===== src/rtl/nav_seq.sv =====
// Motion sequencer feeding the PID: handles heading changes and forward moves,
// ramping forward speed up/down in step with the PID update strobe.
module nav_seq (
  input  logic       clk,
  input  logic       rst,
  input  logic       strt_hdng,
  input  logic       strt_mv,
  input  logic       stp_lft,
  input  logic       stp_rght,
  input  logic       at_hdng,
  input  logic       lft_opn,
  input  logic       rght_opn,
  input  logic       frwrd_opn,
  input  logic       err_vld,
  output logic       moving,
  output logic [9:0] frwrd,
  output logic       mv_cmplt
);

  localparam int unsigned FRWRD_W = 10;
  localparam int unsigned EXT_W   = FRWRD_W + 1;

  localparam logic [FRWRD_W-1:0] FRWRD_MAX = 10'h2A0;
  localparam logic [FRWRD_W-1:0] RAMP_INC  = 10'h010;
  localparam logic [EXT_W-1:0]   DEC_NRM   = {1'b0, RAMP_INC} << 1;
  localparam logic [EXT_W-1:0]   DEC_EMG   = {1'b0, RAMP_INC} << 2;

  typedef enum logic [1:0] {
    S_IDLE  = 2'd0,
    S_HDNG  = 2'd1,
    S_ACCEL = 2'd2,
    S_DECEL = 2'd3
  } state_t;

  state_t               r_state;
  state_t               w_nxt_state;
  logic [FRWRD_W-1:0]   r_frwrd;
  logic [FRWRD_W-1:0]   w_nxt_frwrd;
  logic                 r_emerg;
  logic                 w_nxt_emerg;
  logic                 r_mv_cmplt;
  logic                 w_nxt_cmplt;
  logic                 r_moving;
  logic                 r_lft_q;
  logic                 r_rght_q;

  logic                 w_side_stop;
  logic                 w_emerg_eff;
  logic [EXT_W-1:0]     w_inc_sum;
  logic [FRWRD_W-1:0]   w_inc_sat;
  logic [EXT_W-1:0]     w_dec_amt;
  logic [FRWRD_W-1:0]   w_dec_sat;
  logic                 w_decel_done;

  // Only a fresh opening on an armed side ends the move.
  assign w_side_stop = (stp_lft  && lft_opn  && !r_lft_q) ||
                       (stp_rght && rght_opn && !r_rght_q);

  // Saturating speed arithmetic on an 11-bit intermediate so nothing wraps.
  assign w_inc_sum   = {1'b0, r_frwrd} + {1'b0, RAMP_INC};
  assign w_inc_sat   = (w_inc_sum > {1'b0, FRWRD_MAX}) ? FRWRD_MAX
                                                       : w_inc_sum[FRWRD_W-1:0];
  assign w_emerg_eff = r_emerg || !frwrd_opn;
  assign w_dec_amt   = w_emerg_eff ? DEC_EMG : DEC_NRM;
  assign w_dec_sat   = ({1'b0, r_frwrd} > w_dec_amt)
                       ? (r_frwrd - w_dec_amt[FRWRD_W-1:0])
                       : '0;

  assign w_decel_done = (r_frwrd == '0) || (err_vld && (w_dec_sat == '0));

  // State and datapath registers.
  always_ff @(posedge clk or posedge rst) begin
    if (rst) begin
      r_state    <= S_IDLE;
      r_frwrd    <= '0;
      r_emerg    <= 1'b0;
      r_mv_cmplt <= 1'b0;
      r_moving   <= 1'b0;
      r_lft_q    <= 1'b0;
      r_rght_q   <= 1'b0;
    end else begin
      r_state    <= w_nxt_state;
      r_frwrd    <= w_nxt_frwrd;
      r_emerg    <= w_nxt_emerg;
      r_mv_cmplt <= w_nxt_cmplt;
      r_moving   <= (w_nxt_state != S_IDLE);
      r_lft_q    <= lft_opn;
      r_rght_q   <= rght_opn;
    end
  end

  // Next-state logic.
  always_comb begin
    w_nxt_state = r_state;
    case (r_state)
      S_IDLE: begin
        if (strt_hdng)    w_nxt_state = S_HDNG;
        else if (strt_mv) w_nxt_state = S_ACCEL;
      end
      S_HDNG: begin
        if (at_hdng) w_nxt_state = S_IDLE;
      end
      S_ACCEL: begin
        if (!frwrd_opn || w_side_stop) w_nxt_state = S_DECEL;
      end
      S_DECEL: begin
        if (w_decel_done) w_nxt_state = S_IDLE;
      end
      default: w_nxt_state = S_IDLE;
    endcase
  end

  // Speed, emergency flag and completion pulse.
  always_comb begin
    w_nxt_frwrd = r_frwrd;
    w_nxt_emerg = r_emerg;
    w_nxt_cmplt = 1'b0;
    case (r_state)
      S_IDLE: begin
        w_nxt_frwrd = '0;
        w_nxt_emerg = 1'b0;
      end
      S_HDNG: begin
        w_nxt_frwrd = '0;
        if (at_hdng) w_nxt_cmplt = 1'b1;
      end
      S_ACCEL: begin
        // A stop condition pre-empts any ramp step in the same cycle.
        if (!frwrd_opn)       w_nxt_emerg = 1'b1;
        else if (w_side_stop) w_nxt_emerg = 1'b0;
        else if (err_vld)     w_nxt_frwrd = w_inc_sat;
      end
      S_DECEL: begin
        if (w_decel_done) begin
          w_nxt_frwrd = '0;
          w_nxt_emerg = 1'b0;
          w_nxt_cmplt = 1'b1;
        end else begin
          w_nxt_emerg = w_emerg_eff;
          if (err_vld) w_nxt_frwrd = w_dec_sat;
        end
      end
      default: begin
        w_nxt_frwrd = '0;
        w_nxt_emerg = 1'b0;
      end
    endcase
  end

  assign moving   = r_moving;
  assign frwrd    = r_frwrd;
  assign mv_cmplt = r_mv_cmplt;

endmodule


===== config.mk =====
export PLATFORM = sky130hd
export DESIGN_NAME = nav_seq
export DESIGN_NICKNAME = d
export VERILOG_FILES = /design/src/rtl/nav_seq.sv
export SDC_FILE = /design/constraint.sdc
export NUM_CORES = 1
export LEC_CHECK = 0
export ABC_AREA = 1
export CORE_MARGIN = 3
export CORE_UTILIZATION = 35
export DETAILED_ROUTE_END_ITERATION = 7
export PLACE_DENSITY = 0.64
export SKIP_CTS_REPAIR_TIMING = 1
export SLEW_MARGIN = 20
export SYNTH_ARGS = -nofsm -noshare
export SYNTH_HDL_FRONTEND = slang
export SYNTH_SLANG_ARGS = --single-unit

===== constraint.sdc =====
create_clock -name clk -period 2.16 [get_ports clk]
set_input_delay 0.648 -clock clk [delete_from_list [all_inputs] [get_ports clk]]
set_output_delay 0.648 -clock clk [all_outputs]
set_load 0.05 [all_outputs]

==> results by group <==
Run status
  • Outcome: finished, violations left
  • Failing checks: negative setup slack

Global route
  • Global route overflow: 0
  • Initial antenna violation count: 0
  • Gr usage total: around 17%
  • Number of global-route vias before repair: between 1000 and 1500
  • Largest net degree at the start of global routing: 18
  • First-pass GRT wire length: approximately 6000 microns

STA
  • Worst slew pin tran: 0.491 ns
  • Fin Clk Skew: between 0.004 and 0.005 ns
  • Max Clk Rate: between 0.4 and 0.5 GHz
  • Worst path setup slack after routing: -0.203 ns
  • Final Setup Violations: 15
  • Slew HR: 67.1%
  • Final Max Slew Viols: 0
  • Final min period: around 2.4 ns
  • Part of the cycle the worst path needs: 109%
  • Final hold vios: 0
  • RSZ-0062 raised after global routing: yes

Yosys
  • Syn Nets: ~210
  • Mapped Area: 1340 sq um
  • Register bit count reported by yosys: 17
  • Syn Inst Count: between 150 and 200
  • Async SR Flop Fraction: between 90% and 100%
  • EDFF count, synth: 0
  • Top FF cell, synth: dfrtp_1
  • Share of the synthesized area in the top cell type: 31.7%
  • Most frequent cell after synthesis: nand2_1
  • Seq/Total Area, Yosys: a little under a third
  • Synth top cells by count: nand2_1, nand3_1, inv_1, nor2_1, dfrtp_1
  • Yosys cell types: 29
  • Synth area leader: dfrtp_1
  • Ys Warns: 0
  • Synth area leaders: dfrtp_1, nand2_1, nand3_1
  • Syn avg cell area: approximately 7.0 sq um

Setup path
  • Highest net fanout along the worst path: 6
  • Largest delay contributor family on the critical path: simple AND/OR/NAND/NOR gates
  • Slowest cell on the critical path: fa_2
  • Startpoint Class: input pin
  • Most numerous cell on the critical path: nand2_8
  • CP endpoint kind: flip-flop
  • Worst path cell trace: buf_6 -> buf_6 -> inv_12 -> nor2_4 -> ha_4 -> inv_2 -> fa_2 -> inv_2 -> nand3_2 -> nor2_2 -> nand3_1 -> nand2_2 -> nand2_4 -> nand2_4 -> nand2_8 -> nand2_8 -> nand2_8 -> nand2_2 -> nand2_1
  • Critical Path RT: between 2 and 2.5 ns
  • Buffers and inverters on the worst path: 5
  • Crit path arrival time: ~2.5 ns
  • Setup Crit Path Kind: input pin to flip-flop
  • Max incr delay on CP: about 0.43 ns

Drt
  • Antenna viol nets, final: 0
  • Drt first-iter violations: 74
  • Via Count: roughly 1400
  • Number of detailed-route iterations in the first pass: 4
  • WL per Instance: 12.6 microns
  • Drt drc: 0
  • Post-DR vias/cell: 4.87
  • Post-Route WL: about 3600 microns

Clock tree
  • Clock Path Buffers: 2
  • Clock-pin slew on the worst setup and hold paths: approximately 0.06 ns
  • CTS Buf Count: 3
  • CTS Root Cell: clkbuf_8
  • CTS tree: yes
  • CTS HTree Levels: 1
  • Clock insertion delay at the later pin of the skew report: ~0.25 ns
  • # clock sinks: 17

Power and ir drop
  • Power per cell area: between 700 and 800 nW/um^2
  • Leak pwr: between 1 and 1.5 nW
  • Max VDD drop: 441 uV

Die
  • # rows: 21
  • Die Span X: between 60 and 70 microns
  • Number of I/O pins: 23
  • Die ar.: approximately 4600 sq um
  • Core area: around 3500 sq um
  • Die Y-Extent: between 60 and 70 microns
  • Initial Utilization: about two fifths

Job
  • Max cap viols: 0

Placed design
  • Placed insts: 277
  • Port Buffers: 22
  • HPWL Detailed: between 2000 and 3000 microns
  • Final GP Congestion: between 0.9 and 1

Finish
  • Nets@finish: around 260
  • # fillers: about 330
  • Share of layout cells above drive strength 1: between 30 and 40%
  • Area delta synth->final: 46.3%
  • Post-route core utilization: between 50% and 60%
  • N_diodes: 0
  • Final non-filler cell total: about 280

Min path
  • Hold Crit Class: flip-flop to flip-flop
worst register-to-register path: cells and delay by family (launching register included):
kind,cells,cell delay [ns]
adder cells (fa/ha/maj),2,0.54
buffers and inverters,2,0.10
AND/OR/NAND/NOR,12,0.99
flip-flops,1,0.41
cell type report:
cell class              count  area (sq um)  area share, %
multi-input cells         149           927           47.3
flip-flops and latches     17           427           21.8
repair buffers             46           409           20.9
inverters                  22          95.1           4.85
well taps                  46          57.6           2.94
clock buffers               4          45.0           2.30
flip-flops by register name, summed over array words and instances, names as in the netlist:
| signal | cells |
|---|---|
| r_lft_q | 1 |
| r_rght_q | 1 |
| moving | 1 |
| frwrd | 10 |
| r_emerg | 1 |
| r_state | 2 |
| mv_cmplt | 1 |
metal layers:
metal / routed length [microns] / global-route usage (%) / up-vias
met5: 0 / 0 / -
met4: 23 / 2.98 / 0
met3: 136 / 3.45 / 4
met2: 1690 / 27.2 / 35
met1: 1730 / 24.0 / 625
li1: - / - / 720
stage by stage:
step                total power [mW]  cell area (sq um)  setup WS [ns]  TNS (ns)  hold slack (ns)
global placement                1.23               1810         -0.931    -12.83            0.526
CTS                             1.47               1850         -0.696     -9.07            0.545
detailed placement              1.23               1810         -0.960    -13.00            0.528
finish                          1.57               1960         -0.203     -2.33            0.540
floorplan                      0.965               1400         -0.254     -2.62            0.553
global route                    1.69               1960         -0.302     -3.74            0.586
cells by family after synthesis:
logic type	after synthesis	synth area share [%]
AOI/OAI and AO/OA	9	5.42
xor gates and xnor gates	3	1.96
adders and majority gates	6	6.16
buffers and inverters	26	8.78
DFF	17	31.7
and+or+nand+nor	130	45.9
where the power goes:
| part | switching (mW) | leakage, nW | internal, mW |
|---|---|---|---|
| Combinational | 0.571 | 0.763 | 0.340 |
| Clock | 0.100 | 0.0228 | 0.131 |
| Sequential | 0.0528 | 0.223 | 0.372 |
cells in the final DEF (no fill, tap or decap), drive strengths merged, types with 2 or more instances in the layout:
master and count:
nand3 25, nand3b 2, ha 5, a21oi 2, nand4 11, inv 22
dfrtp 17, nor3 3, nor2 23, clkbuf 4, clkdlybuf4s50 11, nand2 67
o21ai 3, buf 35, xor2 2
worst paths after layout:
check                               start  cells after the start  endpoint  slack (ns)
worst max-delay path            frwrd_opn                     19  frwrd[3]       -0.20
worst min-delay path             frwrd[0]                      2  frwrd[0]        0.54
worst max register to register    r_emerg                     16  frwrd[3]       -0.01
max in group asynchronous             rst                      3  frwrd[5]        1.24
worst min register to register   frwrd[0]                      2  frwrd[0]        0.54
min in group asynchronous             rst                      3  frwrd[1]        0.71
Power figures use the tool's default switching activity.
